--- config.mk ---
export PLATFORM = sky130hd
export DESIGN_NAME = svm_multiclass_infer_ctrl_flat
export DESIGN_NICKNAME = d
export VERILOG_FILES = /design/src/rtl/svm_multiclass_infer_ctrl_if.sv /design/src/rtl/svm_multiclass_infer_ctrl.sv /design/src/flat_wrapper.sv
export SDC_FILE = /design/constraint.sdc
export NUM_CORES = 1
export LEC_CHECK = 0
export CAP_MARGIN = 20
export CORE_MARGIN = 1.5
export CORE_UTILIZATION = 42
export CTS_CLUSTER_SIZE = 24
export DETAILED_ROUTE_END_ITERATION = 8
export PLACE_DENSITY_LB_ADDON = 0.1
export SLEW_MARGIN = 20
export SYNTH_ARGS = -nofsm -noshare
export SYNTH_HDL_FRONTEND = slang
export SYNTH_SLANG_ARGS = --single-unit
--- constraint.sdc ---
create_clock -name clk -period 11.25 [get_ports clk]
set_input_delay 1.125 -clock clk [delete_from_list [all_inputs] [get_ports clk]]
set_output_delay 1.125 -clock clk [all_outputs]
set_load 0.005 [all_outputs]
--- src/rtl/svm_multiclass_infer_ctrl_if.sv ---
// rtl/svm_multiclass_infer_ctrl_if.sv - memory-engine and compute-array handshake bundle
// of the SVM inference sequencer; master = sequencer, slave = memory engine / array side.
interface svm_multiclass_infer_ctrl_if #(
  parameter int DATA_WIDTH = 32,
  parameter int CLS_W      = 3
);
  logic                         mem_cmd_vld;
  logic [3:0]                   mem_cmd;
  logic [31:0]                  mem_cmd_data;
  logic [CLS_W-1:0]             mem_cmd_cls;
  logic [2:0]                   mem_resp;
  logic [31:0]                  mem_resp_data;
  logic                         mem_resp_vld;
  logic                         weights_progd;
  logic                         data_vec_progd;
  logic                         comp_start;
  logic signed [DATA_WIDTH-1:0] comp_res;
  logic                         comp_res_vld;
  logic                         clear_weights;
  logic                         clear_data_vec;
  logic                         arr_wghtbar_data;

  modport master (
    output mem_cmd_vld, mem_cmd, mem_cmd_data, mem_cmd_cls,
    output comp_start, clear_weights, clear_data_vec, arr_wghtbar_data,
    input  mem_resp, mem_resp_data, mem_resp_vld,
    input  weights_progd, data_vec_progd, comp_res, comp_res_vld
  );

  modport slave (
    input  mem_cmd_vld, mem_cmd, mem_cmd_data, mem_cmd_cls,
    input  comp_start, clear_weights, clear_data_vec, arr_wghtbar_data,
    output mem_resp, mem_resp_data, mem_resp_vld,
    output weights_progd, data_vec_progd, comp_res, comp_res_vld
  );
endinterface

--- src/rtl/svm_multiclass_infer_ctrl.sv ---
// rtl/svm_multiclass_infer_ctrl.sv - SVM one-vs-rest inference sequencer (chunked dot products,
// saturating accumulate, bias, argmax); optional score write-back under SVM_SCORE_WB_EN.
module svm_multiclass_infer_ctrl #(
  parameter int DATA_WIDTH      = 32,
  parameter int LANES           = 32,
  parameter int NUM_CLASSES_MAX = 4,
  parameter int CLS_W           = $clog2(NUM_CLASSES_MAX) + 1
) (
  input  logic                          clk,
  input  logic                          rst,
  input  logic [1:0]                    op_mode,
  input  logic [31:0]                   num_dim,
  input  logic [31:0]                   num_data_points,
  input  logic [CLS_W-1:0]              num_classes,
  input  logic                          cfg_done,
  output logic                          batch_done,
  svm_multiclass_infer_ctrl_if.master   bus
);

  localparam logic [3:0]  CMD_LD_WGHT = 4'd0;
  localparam logic [3:0]  CMD_LD_DATA = 4'd1;
  localparam logic [3:0]  CMD_WR_RES  = 4'd3;
  localparam logic [3:0]  CMD_LD_BIAS = 4'd5;
  localparam logic [2:0]  RSP_WGHT    = 3'd0;
  localparam logic [2:0]  RSP_DATA    = 3'd1;
  localparam logic [2:0]  RSP_WR      = 3'd2;
  localparam logic [2:0]  RSP_BIAS    = 3'd7;
  localparam logic [31:0] LANES_W     = 32'(LANES);

  typedef enum logic [3:0] {
    S_IDLE, S_LD_WGHT, S_LD_DATA, S_COMP, S_ACCUM, S_LD_BIAS, S_CLS_UPD, S_WR_RES
`ifdef SVM_SCORE_WB_EN
    , S_WR_SCORE
`endif
  } state_t;

  state_t                       state_q, state_d;
  logic [31:0]                  num_dim_q, num_dim_d;
  logic [31:0]                  npts_q, npts_d;
  logic [CLS_W-1:0]             ncls_q, ncls_d;
  logic [31:0]                  point_q, point_d;
  logic [CLS_W-1:0]             cls_q, cls_d;
  logic [31:0]                  dims_left_q, dims_left_d;
  logic signed [DATA_WIDTH-1:0] acc_q, acc_d;
  logic signed [DATA_WIDTH-1:0] best_q, best_d;
  logic [CLS_W-1:0]             best_idx_q, best_idx_d;
  logic signed [DATA_WIDTH-1:0] res_q, res_d;
  logic                         wght_loaded_q, wght_loaded_d;
  logic                         batch_done_q, batch_done_d;
  logic                         clr_w_q, clr_w_d;
  logic                         clr_d_q, clr_d_d;

  logic [CLS_W-1:0]             ncls_in;
  logic [31:0]                  chunk_len;
  logic                         hold;
  logic                         last_point;
  logic                         last_cls;
  logic                         pt_adv;
  state_t                       start_state;
  logic signed [DATA_WIDTH-1:0] bias_ext;
  logic [31:0]                  res_word;

  function automatic logic signed [DATA_WIDTH-1:0] sat_add(
    input logic signed [DATA_WIDTH-1:0] a,
    input logic signed [DATA_WIDTH-1:0] b
  );
    logic signed [DATA_WIDTH:0] s;
    s = {a[DATA_WIDTH-1], a} + {b[DATA_WIDTH-1], b};
    if (s[DATA_WIDTH] != s[DATA_WIDTH-1])
      sat_add = s[DATA_WIDTH] ? {1'b1, {(DATA_WIDTH-1){1'b0}}} : {1'b0, {(DATA_WIDTH-1){1'b1}}};
    else
      sat_add = s[DATA_WIDTH-1:0];
  endfunction

  always_comb begin
    ncls_in = num_classes;
    if (num_classes == '0)
      ncls_in = CLS_W'(1);
    else if (num_classes > CLS_W'(NUM_CLASSES_MAX))
      ncls_in = CLS_W'(NUM_CLASSES_MAX);
  end

  // A binary model that fits one chunk keeps its weights resident in the array for the whole batch.
  assign hold        = (num_dim_q <= LANES_W) && (num_dim_q != 32'd0) && (ncls_q == CLS_W'(1));
  assign chunk_len   = (dims_left_q < LANES_W) ? dims_left_q : LANES_W;
  assign last_point  = (point_q == npts_q - 32'd1);
  assign last_cls    = (cls_q == ncls_q - CLS_W'(1));
  assign start_state = (num_dim_q == 32'd0) ? S_LD_BIAS :
                       (hold && wght_loaded_q) ? S_LD_DATA : S_LD_WGHT;
  assign bias_ext    = DATA_WIDTH'($signed(bus.mem_resp_data));
  assign res_word    = (ncls_q == CLS_W'(1)) ? {31'd0, best_q[DATA_WIDTH-1]} : 32'(best_idx_q);

  always_comb begin
    state_d          = state_q;
    num_dim_d        = num_dim_q;
    npts_d           = npts_q;
    ncls_d           = ncls_q;
    point_d          = point_q;
    cls_d            = cls_q;
    dims_left_d      = dims_left_q;
    acc_d            = acc_q;
    best_d           = best_q;
    best_idx_d       = best_idx_q;
    res_d            = res_q;
    wght_loaded_d    = wght_loaded_q;
    batch_done_d     = 1'b0;
    clr_w_d          = 1'b0;
    clr_d_d          = 1'b0;
    pt_adv           = 1'b0;
    bus.mem_cmd_vld  = 1'b0;
    bus.mem_cmd      = 4'd0;
    bus.mem_cmd_data = 32'd0;
    bus.mem_cmd_cls  = '0;
    bus.comp_start   = 1'b0;
    bus.arr_wghtbar_data = 1'b0;

    case (state_q)
      S_IDLE: begin
        if (cfg_done && op_mode == 2'd2) begin
          num_dim_d     = num_dim;
          npts_d        = num_data_points;
          ncls_d        = ncls_in;
          point_d       = 32'd0;
          cls_d         = '0;
          dims_left_d   = num_dim;
          acc_d         = '0;
          best_d        = '0;
          best_idx_d    = '0;
          wght_loaded_d = 1'b0;
          if (num_data_points == 32'd0)
            batch_done_d = 1'b1;
          else
            state_d = (num_dim == 32'd0) ? S_LD_BIAS : S_LD_WGHT;
        end
      end
      S_LD_WGHT: begin
        bus.mem_cmd_vld  = 1'b1;
        bus.mem_cmd      = CMD_LD_WGHT;
        bus.mem_cmd_data = chunk_len;
        bus.mem_cmd_cls  = cls_q;
        if (bus.mem_resp_vld && bus.mem_resp == RSP_WGHT && bus.weights_progd) begin
          wght_loaded_d = 1'b1;
          state_d       = S_LD_DATA;
        end
      end
      S_LD_DATA: begin
        bus.mem_cmd_vld      = 1'b1;
        bus.mem_cmd          = CMD_LD_DATA;
        bus.mem_cmd_data     = chunk_len;
        bus.mem_cmd_cls      = cls_q;
        bus.arr_wghtbar_data = 1'b1;
        if (bus.mem_resp_vld && bus.mem_resp == RSP_DATA && bus.data_vec_progd)
          state_d = S_COMP;
      end
      S_COMP: begin
        bus.comp_start = 1'b1;
        if (bus.comp_res_vld) begin
          res_d   = bus.comp_res;
          clr_d_d = 1'b1;
          clr_w_d = !hold || last_point;
          state_d = S_ACCUM;
        end
      end
      S_ACCUM: begin
        acc_d       = sat_add(acc_q, res_q);
        dims_left_d = dims_left_q - chunk_len;
        state_d     = (dims_left_q == chunk_len) ? S_LD_BIAS : S_LD_WGHT;
      end
      S_LD_BIAS: begin
        bus.mem_cmd_vld = 1'b1;
        bus.mem_cmd     = CMD_LD_BIAS;
        bus.mem_cmd_cls = cls_q;
        if (bus.mem_resp_vld && bus.mem_resp == RSP_BIAS) begin
          acc_d   = sat_add(acc_q, bias_ext);
          state_d = S_CLS_UPD;
        end
      end
      S_CLS_UPD: begin
        // Strict compare: on a tie the earlier (lower-index) class stays the winner.
        if (cls_q == '0 || acc_q > best_q) begin
          best_d     = acc_q;
          best_idx_d = cls_q;
        end
        acc_d = '0;
        if (last_cls) begin
          state_d = S_WR_RES;
        end else begin
          cls_d       = cls_q + CLS_W'(1);
          dims_left_d = num_dim_q;
          state_d     = start_state;
        end
      end
      S_WR_RES: begin
        bus.mem_cmd_vld  = 1'b1;
        bus.mem_cmd      = CMD_WR_RES;
        bus.mem_cmd_data = res_word;
        if (bus.mem_resp_vld && bus.mem_resp == RSP_WR) begin
`ifdef SVM_SCORE_WB_EN
          state_d = S_WR_SCORE;
`else
          pt_adv = 1'b1;
`endif
        end
      end
`ifdef SVM_SCORE_WB_EN
      S_WR_SCORE: begin
        bus.mem_cmd_vld  = 1'b1;
        bus.mem_cmd      = 4'd6;
        bus.mem_cmd_data = 32'(best_q);
        if (bus.mem_resp_vld && bus.mem_resp == RSP_WR)
          pt_adv = 1'b1;
      end
`endif
      default: state_d = S_IDLE;
    endcase

    if (pt_adv) begin
      if (last_point) begin
        batch_done_d = 1'b1;
        state_d      = S_IDLE;
      end else begin
        point_d     = point_q + 32'd1;
        cls_d       = '0;
        dims_left_d = num_dim_q;
        state_d     = start_state;
      end
    end
  end

  always_ff @(posedge clk) begin
    if (rst) begin
      state_q       <= S_IDLE;
      num_dim_q     <= '0;
      npts_q        <= '0;
      ncls_q        <= '0;
      point_q       <= '0;
      cls_q         <= '0;
      dims_left_q   <= '0;
      acc_q         <= '0;
      best_q        <= '0;
      best_idx_q    <= '0;
      res_q         <= '0;
      wght_loaded_q <= 1'b0;
      batch_done_q  <= 1'b0;
      clr_w_q       <= 1'b0;
      clr_d_q       <= 1'b0;
    end else begin
      state_q       <= state_d;
      num_dim_q     <= num_dim_d;
      npts_q        <= npts_d;
      ncls_q        <= ncls_d;
      point_q       <= point_d;
      cls_q         <= cls_d;
      dims_left_q   <= dims_left_d;
      acc_q         <= acc_d;
      best_q        <= best_d;
      best_idx_q    <= best_idx_d;
      res_q         <= res_d;
      wght_loaded_q <= wght_loaded_d;
      batch_done_q  <= batch_done_d;
      clr_w_q       <= clr_w_d;
      clr_d_q       <= clr_d_d;
    end
  end

  assign batch_done         = batch_done_q;
  assign bus.clear_weights  = clr_w_q;
  assign bus.clear_data_vec = clr_d_q;

endmodule

--- src/flat_wrapper.sv ---
// flat-port wrapper written by rule: the top's interface ports become plain ports
module svm_multiclass_infer_ctrl_flat 
#(
  parameter int DATA_WIDTH      = 32,
  parameter int LANES           = 32,
  parameter int NUM_CLASSES_MAX = 4,
  parameter int CLS_W           = $clog2(NUM_CLASSES_MAX) + 1
)
  (clk, rst, op_mode, num_dim, num_data_points, num_classes, cfg_done, batch_done, bus_mem_cmd_vld, bus_mem_cmd, bus_mem_cmd_data, bus_mem_cmd_cls, bus_comp_start, bus_clear_weights, bus_clear_data_vec, bus_arr_wghtbar_data, bus_mem_resp, bus_mem_resp_data, bus_mem_resp_vld, bus_weights_progd, bus_data_vec_progd, bus_comp_res, bus_comp_res_vld);
  svm_multiclass_infer_ctrl_if #(.DATA_WIDTH(DATA_WIDTH), .CLS_W(CLS_W)) bus_i ();
  input  logic clk;
  input  logic rst;
  input  logic [1:0] op_mode;
  input  logic [31:0] num_dim;
  input  logic [31:0] num_data_points;
  input  logic [CLS_W-1:0] num_classes;
  input  logic cfg_done;
  output logic batch_done;
  output wire logic [$bits(bus_i.mem_cmd_vld)-1:0] bus_mem_cmd_vld;
  output wire logic [$bits(bus_i.mem_cmd)-1:0] bus_mem_cmd;
  output wire logic [$bits(bus_i.mem_cmd_data)-1:0] bus_mem_cmd_data;
  output wire logic [$bits(bus_i.mem_cmd_cls)-1:0] bus_mem_cmd_cls;
  output wire logic [$bits(bus_i.comp_start)-1:0] bus_comp_start;
  output wire logic [$bits(bus_i.clear_weights)-1:0] bus_clear_weights;
  output wire logic [$bits(bus_i.clear_data_vec)-1:0] bus_clear_data_vec;
  output wire logic [$bits(bus_i.arr_wghtbar_data)-1:0] bus_arr_wghtbar_data;
  input wire logic [$bits(bus_i.mem_resp)-1:0] bus_mem_resp;
  input wire logic [$bits(bus_i.mem_resp_data)-1:0] bus_mem_resp_data;
  input wire logic [$bits(bus_i.mem_resp_vld)-1:0] bus_mem_resp_vld;
  input wire logic [$bits(bus_i.weights_progd)-1:0] bus_weights_progd;
  input wire logic [$bits(bus_i.data_vec_progd)-1:0] bus_data_vec_progd;
  input wire logic [$bits(bus_i.comp_res)-1:0] bus_comp_res;
  input wire logic [$bits(bus_i.comp_res_vld)-1:0] bus_comp_res_vld;
  assign bus_mem_cmd_vld = bus_i.mem_cmd_vld;
  assign bus_mem_cmd = bus_i.mem_cmd;
  assign bus_mem_cmd_data = bus_i.mem_cmd_data;
  assign bus_mem_cmd_cls = bus_i.mem_cmd_cls;
  assign bus_comp_start = bus_i.comp_start;
  assign bus_clear_weights = bus_i.clear_weights;
  assign bus_clear_data_vec = bus_i.clear_data_vec;
  assign bus_arr_wghtbar_data = bus_i.arr_wghtbar_data;
  assign bus_i.mem_resp = bus_mem_resp;
  assign bus_i.mem_resp_data = bus_mem_resp_data;
  assign bus_i.mem_resp_vld = bus_mem_resp_vld;
  assign bus_i.weights_progd = bus_weights_progd;
  assign bus_i.data_vec_progd = bus_data_vec_progd;
  assign bus_i.comp_res = bus_comp_res;
  assign bus_i.comp_res_vld = bus_comp_res_vld;
  svm_multiclass_infer_ctrl #(.DATA_WIDTH(DATA_WIDTH), .LANES(LANES), .NUM_CLASSES_MAX(NUM_CLASSES_MAX), .CLS_W(CLS_W)) u_core (.clk(clk), .rst(rst), .op_mode(op_mode), .num_dim(num_dim), .num_data_points(num_data_points), .num_classes(num_classes), .cfg_done(cfg_done), .batch_done(batch_done), .bus(bus_i));
endmodule
# Yosys cells after proc, flatten, opt, wreduce, memory -nomap -nowiden
# Cells that the tools add are included.
dict set report totals {
  output_inout_bits 45
  input_bits 143
  regBits 241
  elab_cells 152
}
dict set report op_classes {
  magnitude_cmp 4
  eq_ne 28
  reduce_logical 35
  n_bitwise 2
  n_addsub 7
  muxes 61
}
# op count
set op_table {}
lappend op_table {{two-way mux 32 bit} 16}
lappend op_table {{one-hot mux 32 bit (2 select lines)} 2}
lappend op_table {{one-hot mux 32 bit (4 select lines)} 1}
lappend op_table {{logical NOT 32 bit} 3}
lappend op_table {{one-hot mux 32 bit (3 select lines)} 1}
lappend op_table {{adder 32 x 32 -> 33 bit} 2}
lappend op_table {{equality test 32 bit} 2}
lappend op_table {{two-way mux 4 bit} 10}
lappend op_table {{two-way mux 3 bit} 12}
lappend op_table {{adder 32 x 1 -> 32 bit (second input constant)} 1}
lappend op_table {{greater-than comparator 32 bit} 1}
lappend op_table {{<= comparator 32 x 6 -> 1 bit (second input constant)} 1}
lappend op_table {{less-than comparator 32 x 6 -> 1 bit (second input constant)} 1}
lappend op_table {{one-hot mux 4 bit (8 select lines)} 1}
lappend op_table {{nonzero test 32 bit} 1}
lappend op_table {{subtractor 32 x 1 -> 32 bit (second input constant)} 1}
lappend op_table {{subtractor 32 bit} 1}
lappend op_table {{equality test 4 x 3 -> 1 bit (second input constant)} 4}
lappend op_table {{two-way mux 1 bit} 13}
lappend op_table {{inequality test 3 x 1 -> 1 bit (second input constant)} 4}
lappend op_table {{one-hot mux 3 bit (2 select lines)} 2}
lappend op_table {{logical AND 1 bit} 10}
lappend op_table {{inequality test 2 x 1 -> 1 bit (second input constant)} 5}
lappend op_table {{logical NOT 3 bit} 3}
lappend op_table {{27 further kinds} 39}

# Longest topological paths before layout
# Gate-level depths: netlist of the first run.
dict set report depth {
  word_depth 9
  mapped_depth 15
  depth_no_buf 14
}

# Worst setup path after synthesis of the first run
# Ideal clock, no wire load.
dict set report synth_path {
  path_kind {input to register}
  start {input bus_mem_resp_data[0]}
  end {register u_core.acc_q[11]}
  setup_ns 0.080
  t_arrival_ns 4.070
  cell_stages 12
  slack_ns 7.100
  cell_sequence {ha_1 fa_1 a21o_1 a221oi_1 o211a_1 nor4b_1 o211ai_1 o21ai_1 xnor2_1 clkbuf_1 o211ai_1 o211ai_1}
}
dict set report synth_via {
  elab_chain_cells 5
}
# element line
set synth_lines {}
lappend synth_lines {{start, declared} flat_wrapper.sv:28} ;# input wire logic [$bits(bus_i.mem_resp_data)-1:0] bus_mem_resp_data;
lappend synth_lines {{adder 32 x 32 -> 33 bit *} svm_multiclass_infer_ctrl.sv:68} ;# s = {a[DATA_WIDTH-1], a} + {b[DATA_WIDTH-1], b};
lappend synth_lines {{two-way mux 32 bit or inequality test 1 bit (tied branches)} {svm_multiclass_infer_ctrl.sv:70, svm_multiclass_infer_ctrl.sv:69}}
lappend synth_lines {{two-way mux 32 bit *} svm_multiclass_infer_ctrl.sv:69} ;# if (s[DATA_WIDTH] != s[DATA_WIDTH-1])
lappend synth_lines {{two-way mux 32 bit *} svm_multiclass_infer_ctrl.sv:173} ;# if (bus.mem_resp_vld && bus.mem_resp == RSP_BIAS) begin
lappend synth_lines {{one-hot mux 32 bit (4 select lines) *} svm_multiclass_infer_ctrl.sv:117} ;# case (state_q)
lappend synth_lines {{end signal, assigned} svm_multiclass_infer_ctrl.sv:239} ;# acc_q <= '0;
lappend synth_lines {{end signal, assigned} svm_multiclass_infer_ctrl.sv:255} ;# acc_q <= acc_d;
lappend synth_lines {{end, declared} svm_multiclass_infer_ctrl.sv:44} ;# logic signed [DATA_WIDTH-1:0] acc_q, acc_d;
# Mark *: on every way between the ends. The rest lies on a longest branch, timed or not. The select of a mux whose other input is x is not followed.
# A chain may end at the register's enable or synchronous reset.

# Worst setup path in the final report of the first run
dict set report layout_path {
  start {input bus_mem_resp_data[0]}
  end {register u_core.acc_q[20]}
}
# The elaborated chain is that of the path after synthesis.

==> flow_summary.json, run 1 <==
{
  "status": "finished clean",
  "hold_path_end": "u_core.ncls_q[1]$_SDFFE_PP0P_",
  "r2r-start": "u_core.npts_q[0]$_SDFFE_PP0P_",
  "syn_inst": 2349,
  "cts_buffer_depth": 3,
  "met1_length_um": 25800,
  "clk_pin_slew_ps": 60,
  "min_period_ps": 5100,
  "rsz0062_at_grt": "false",
  "synth_compound_area_frac": 0.268,
  "die_w_um": 207,
  "diodes": 0,
  "cts_buffers": 30,
  "cts.sinks": 240,
  "start_util": 0.427,
  "htree_levels": 1,
  "first_pass_iters": 5,
  "swShare": 0.409,
  "stdcell_area_um2": 20300,
  "p_leak_nw": 7.56,
  "synth-edff-count": 0,
  "gp_congestion": 0.966,
  "dr.max_layer_used": "met4",
  "startpoint": "bus_mem_resp_data[0]",
  "grt_pass1_vias": 16400,
  "cp-start-kind": "input pin",
  "met3_length_um": 3490,
  "tns_ps": 0,
  "synth_adder_area_share": 0.0767,
  "synth-xor-area-share": 0.0466,
  "synth.avg_cell_area_um2": 7.43,
  "vdd_ir_drop_max_uv": 108,
  "postCtsResizedCells": 0,
  "cap_violations": 0,
  "antenna_found_initial": 0,
  "ios": 188,
  "drc": 0,
  "place_hpwl_um": 41700,
  "wl_met2_um": 26200,
  "fillers": 4091,
  "fmax_ghz": 0.196,
  "routedWlPerCell_um": 19.4,
  "cp.arrival_ps": 5600,
  "fin_skew_ps": 10.4,
  "gr-total-overflow": 0,
  "grt_pass1_wl_um": 89700,
  "grt_max_degree": 97,
  "coreArea_um2": 40900,
  "hold_class": "flip-flop to flip-flop",
  "crit_path_top_delay_cell": "o21a_1",
  "crit_type": "input pin to flip-flop",
  "clk_latency_ps": 580,
  "syn_to_final_growth_pct": 16.3,
  "crit_fanout": 23,
  "end_kind": "flip-flop",
  "ys_warn_count": 0,
  "maxSlewHeadroom": 0.280,
  "drive_above_1_share": 0.0534,
  "vias": 17800,
  "nets": 2660,
  "worst_hold_startpoint": "u_core.ncls_q[1]$_SDFFE_PP0P_",
  "slowest_delay_ps": 830,
  "period_share": 0.453,
  "synth-seq-cells": 240,
  "drtIter0Drc": 1395,
  "syn_area_um2": 17500,
  "rows": 74,
  "hold_viol_final": 0,
  "ys_seq_area_frac": 0.275,
  "port_buffers": 160,
  "comb_power_share": 0.421,
  "p_sw_mw": 1.48,
  "postLayoutCoreUtil": 0.496,
  "grt_usage": 0.262,
  "power_density_nw_per_um2": 178,
  "synthArstFlopShare": 0,
  "worst-r2r-cell-count": 12,
  "synthMuxAreaShare": 0.0181,
  "cts_tree": "built",
  "cts_setup_buffers": 0,
  "dieArea_um2": 42800,
  "crit_chain": "clkdlybuf4s50_1 -> ha_1 -> fa_1 -> a21o_1 -> a221oi_1 -> o211a_1 -> nor4b_1 -> o211ai_1 -> o21ai_1 -> o21a_1 -> o21ai_0 -> a31oi_1",
  "required_ps": 11750,
  "r2r_end": "u_core.point_q[17]$_SDFF_PP0_",
  "ant_nets": 0,
  "routed_wl_um": 57500,
  "clockRootBuffer": "clkbuf_16",
  "dpl-instance-area_um2": 19200,
  "synth_top_family_by_area": "compound AO/OA/AOI/OAI gates",
  "setup_viol": 0,
  "drv_slew": 0,
  "hold_depth": 2,
  "synth_simple_gate_area_frac": 0.255,
  "cts.hold.buffers_added": 0,
  "power_frac_seq": 0.295,
  "ys_types": 91,
  "tightest_slew_ps": 1070,
  "reg2reg_slack_ps": 6770,
  "avgViaCountPerCell": 6.01,
  "hold_ws_ps": 459,
  "power_frac_clock": 0.284,
  "die_h_um": 207,
  "p_int_mw": 2.14,
  "ys.flop_type": "dfxtp_1"
}
[how the worst max path moves through the flow]
| stage | endpoint | slack, ps | depth (start not counted) |
|---|---|---|---|
| 2_1_floorplan | u_core.acc_q[11]$_SDFFE_PP0P_ | 7100 | 12 |
| 3_3_place_gp | u_core.acc_q[19]$_SDFFE_PP0P_ | 5790 | 12 |
| 3_5_place_dp | u_core.acc_q[20]$_SDFFE_PP0P_ | 5690 | 12 |
| 4_1_cts | u_core.acc_q[20]$_SDFFE_PP0P_ | 6300 | 12 |
| 5_1_grt | u_core.acc_q[20]$_SDFFE_PP0P_ | 5900 | 12 |
| 6_report | u_core.acc_q[20]$_SDFFE_PP0P_ | 6150 | 12 |
[critical path: cells and delay by family]
| family | cells | cell delay, ps |
|---|---|---|
| AND/OR/NAND/NOR | 1 | 560 |
| adder cells (fa/ha/maj) | 2 | 450 |
| AO/OA/AOI/OAI | 8 | 2960 |
| buffers and inverters | 1 | 480 |
[cells by family (layout without fill, tap and decap cells)]
| family | Yosys count | count (layout) |
|---|---|---|
| AO/OA/AOI/OAI | 736 | 736 |
| XOR/XNOR | 93 | 93 |
| adder cells (fa/ha/maj) | 106 | 106 |
| buffers and inverters | 241 | 302 |
| flip-flops | 240 | 240 |
| multiplexers | 31 | 31 |
| other | 2 | 28 |
| AND/OR/NAND/NOR | 900 | 900 |
[flip-flops by register name, summed over array words and instances (netlist names)]
| signal | flops |
|---|---|
| u_core.acc_q | 32 |
| u_core.best_q | 32 |
| u_core.dims_left_q | 32 |
| u_core.npts_q | 32 |
| u_core.num_dim_q | 32 |
| u_core.point_q | 32 |
| u_core.res_q | 32 |
| u_core.best_idx_q | 3 |
| u_core.cls_q | 3 |
| u_core.ncls_q | 3 |
| u_core.state_q | 3 |
| u_core.batch_done | 1 |
| u_core.bus.clear_data_vec | 1 |
| u_core.bus.clear_weights | 1 |
| u_core.wght_loaded_q | 1 |
[routing by layer]
| layer | vias up | global-route usage |
|---|---|---|
| met2 | 600 | 0.428 |
| met5 | - | 0 |
| met1 | 8407 | 0.353 |
| met4 | 0 | 0.0979 |
| met3 | 97 | 0.0317 |
| li1 | 8722 | - |
[cell usage in the layout (no fill, tap or decap), drive strengths merged, types with 63 or more instances in the layout]
cell type / n
nand2: 340
o21ai: 198
a21oi: 225
nand3: 83
xnor2: 64
nor2: 136
dfxtp: 240
clkdlybuf4s50: 159
inv: 63
ha: 103
[cell type report]
type	count	area, um^2	share of cell area
inverter	63	238	0.0117
multi-input combinational	1894	11800	0.580
clock buffer	39	876	0.0431
tap	532	666	0.0328
timing repair buffer	183	1780	0.0874
sequential	240	4800	0.237
clock inverter	17	178	0.00875
[stage by stage]
stage | cells | setup slack [ps] | power, mW
2_1_floorplan | 2375 | 7100 | 2.10
3_3_place_gp | 2912 | 5790 | 2.56
3_5_place_dp | 2912 | 5690 | 2.58
4_1_cts | 2968 | 6300 | 3.61
5_1_grt | 2968 | 5900 | 3.83
6_report | 2968 | 6150 | 3.61
[synthesized netlist by cell type (40+ instances only)]
cell type	number	area, um^2
a21o_1	40	300
a21oi_1	224	1120
a31oi_1	41	257
and3_1	40	250
clkbuf_1	134	503
dfxtp_1	240	4800
ha_1	103	1290
inv_1	62	233
nand2_1	339	1270
nand3_1	83	415
nand4_1	59	369
nor2_1	135	507
nor3_1	55	275
nor4_1	46	288
o211ai_1	42	315
o21ai_0	195	976
xnor2_1	64	561
[power by group through the flow]
stage | sequential (mW) | combinational (mW) | clock (mW)
6_report | 1.07 | 1.52 | 1.03
5_1_grt | 1.08 | 1.68 | 1.08
4_1_cts | 1.06 | 1.50 | 1.05
3_5_place_dp | 1.08 | 1.50 | 0
3_3_place_gp | 1.08 | 1.48 | 0
2_1_floorplan | 1.01 | 1.09 | 0
Power figures use the tool's default switching activity.
==> run 2, diff against run 1 <==
==> constraint.sdc (replaced) <==
create_clock -name clk -period 4.7 [get_ports clk]
set_input_delay 0.47 -clock clk [delete_from_list [all_inputs] [get_ports clk]]
set_output_delay 0.47 -clock clk [all_outputs]
set_load 0.005 [all_outputs]
==> run 2 against run 1 <==
Sequential power increased by 140%. Critical path depth decreased by 5. Via count about the same. Global-route usage increased by 0.73 points. Wire length increased by 2.5%. Largest cell class unchanged. Flip-flop and latch count unchanged. Utilization increased by 0.46 points. Die area unchanged. Sequential share of layout area decreased by 0.22 points.
==> flow_summary.json, run 2 (synthesized netlist as in run 1, its figures left out) <==
{
  "grt_max_degree": 108,
  "rsz0062_at_grt": "false",
  "coreArea_um2": 40900,
  "syn_to_final_growth_pct": 17.4,
  "min_period_ps": 3950,
  "postCtsResizedCells": 0,
  "layoutNonFillerInstCount": 2989,
  "cts.sinks": 240,
  "cp-start-kind": "flip-flop",
  "gp_congestion": 0.945,
  "comb_power_share": 0.424,
  "crit_type": "flip-flop to output pin",
  "cap_violations": 0,
  "drive_above_1_share": 0.0602,
  "hold_viol_final": 0,
  "die_h_um": 207,
  "avgViaCountPerCell": 5.97,
  "port_buffers": 160,
  "power_frac_clock": 0.283,
  "drtIter0Drc": 1452,
  "maxSlewHeadroom": 0.418,
  "required_ps": 4230,
  "tightest_slew_ps": 865,
  "start_util": 0.427,
  "status": "finished clean",
  "end_kind": "output pin",
  "p_leak_nw": 7.67,
  "fmax_ghz": 0.253,
  "total_power_mw": 8.73,
  "cts_buffer_depth": 3,
  "drc": 0,
  "clk_pin_slew_ps": 60,
  "vias": 17800,
  "grt_pass1_wl_um": 91100,
  "swShare": 0.406,
  "vdd_ir_drop_max_uv": 293,
  "gr-total-overflow": 0,
  "grt_usage": 0.269,
  "fin_skew_ps": 38.5,
  "fillers": 4108,
  "die_w_um": 207,
  "power_density_nw_per_um2": 426,
  "most-common-layout-cells": "nand2_1 (339), dfxtp_1 (240), a21oi_1 (224)",
  "first_pass_iters": 5,
  "dieArea_um2": 42800,
  "dpl-instance-area_um2": 19400,
  "antenna_found_initial": 0,
  "grt_pass1_vias": 16600,
  "rows": 74,
  "cts.hold.buffers_added": 0,
  "hold_ws_ps": 348,
  "cts_buffers": 30,
  "setup_viol": 0,
  "diodes": 0,
  "routed_wl_um": 58900,
  "hold_class": "input pin to flip-flop",
  "ios": 188,
  "ant_nets": 0,
  "clk_latency_ps": 600,
  "dp_cells": 2933,
  "nets": 2681,
  "place_hpwl_um": 43100,
  "cts_tree": "built",
  "stdcell_area_um2": 20500,
  "crit_fanout": 5,
  "cp.arrival_ps": 3480,
  "drv_slew": 0,
  "routedWlPerCell_um": 19.7,
  "tns_ps": 0,
  "cts_setup_buffers": 0,
  "htree_levels": 1,
  "layout_commonest_cell": "nand2_1",
  "period_share": 0.841,
  "clockRootBuffer": "clkbuf_16",
  "p_int_mw": 5.19,
  "power_frac_seq": 0.292,
  "p_sw_mw": 3.55
}
==> run 2: changes by cell type in the layout (fill, tap and decap cells not counted), moves of 2 or more <==
cell | before | now
clkinv_2 | 9 | 13
clkbuf_8 | 7 | 4
clkinvlp_4 | 4 | 1
bufinv_16 | 3 | 5
clkbuf_1 | 1 | 3
buf_12 | 0 | 5
buf_4 | 23 | 39
==> run 2: routing by layer <==
| layer | vias up | routed length [um] | global-route usage |
|---|---|---|---|
| met5 | - | 0 | 0 |
| met4 | 0 | 2130 | 0.104 |
| met3 | 108 | 3710 | 0.0319 |
| met2 | 600 | 27000 | 0.443 |
| met1 | 8371 | 26000 | 0.359 |
| li1 | 8752 | - | - |
==> run 2: area by class of cell <==
class	count	area, um^2	share of cell area
repair buffers	204	2000	0.0974
inverters	63	238	0.0116
multi-input cells	1894	11700	0.573
clock buffers	37	817	0.0399
well taps	532	666	0.0325
clock inverters	19	234	0.0114
flip-flops and latches	240	4800	0.234
==> run 2: critical path: stages, from the launching register on <==
cell and delay, ps:
dfxtp_1 340, or4_1 580, nor3_1 370, and3_1 340, and3_1 290, nand2_1 110
o21ai_0 240, clkdlybuf4s50_1 620
==> run 2: power by group through the flow <==
stage | Clock [mW] | Sequential [mW] | Combinational (mW)
after floorplan | 0 | 2.41 | 2.62
after global placement | 0 | 2.58 | 3.63
after detailed placement | 0 | 2.59 | 3.65
after CTS | 2.52 | 2.54 | 3.68
after global routing | 2.62 | 2.58 | 4.08
final | 2.48 | 2.55 | 3.71
==> run 2: worst paths after layout <==
kind                                           from  slack, ps                           endpoint  depth (start not counted)
setup reg to reg  u_core.dims_left_q[18]$_SDFF_PP0_        850  u_core.dims_left_q[10]$_SDFF_PP0_                         13
hold reg to reg       u_core.res_q[14]$_SDFFE_PP0P_        460      u_core.res_q[14]$_SDFFE_PP0P_                          2
setup / recovery  u_core.dims_left_q[18]$_SDFF_PP0_        750                bus_mem_cmd_data[0]                          7
hold / removal                                  rst        350      u_core.ncls_q[0]$_SDFFE_PP0P_                          2
==> run 2: stage by stage <==
step            util  worst slack (ps)
2_1_floorplan      -              1100
3_3_place_gp   0.475               623
3_5_place_dp   0.475               475
4_1_cts        0.501               804
5_1_grt        0.501               548
6_report       0.501               748
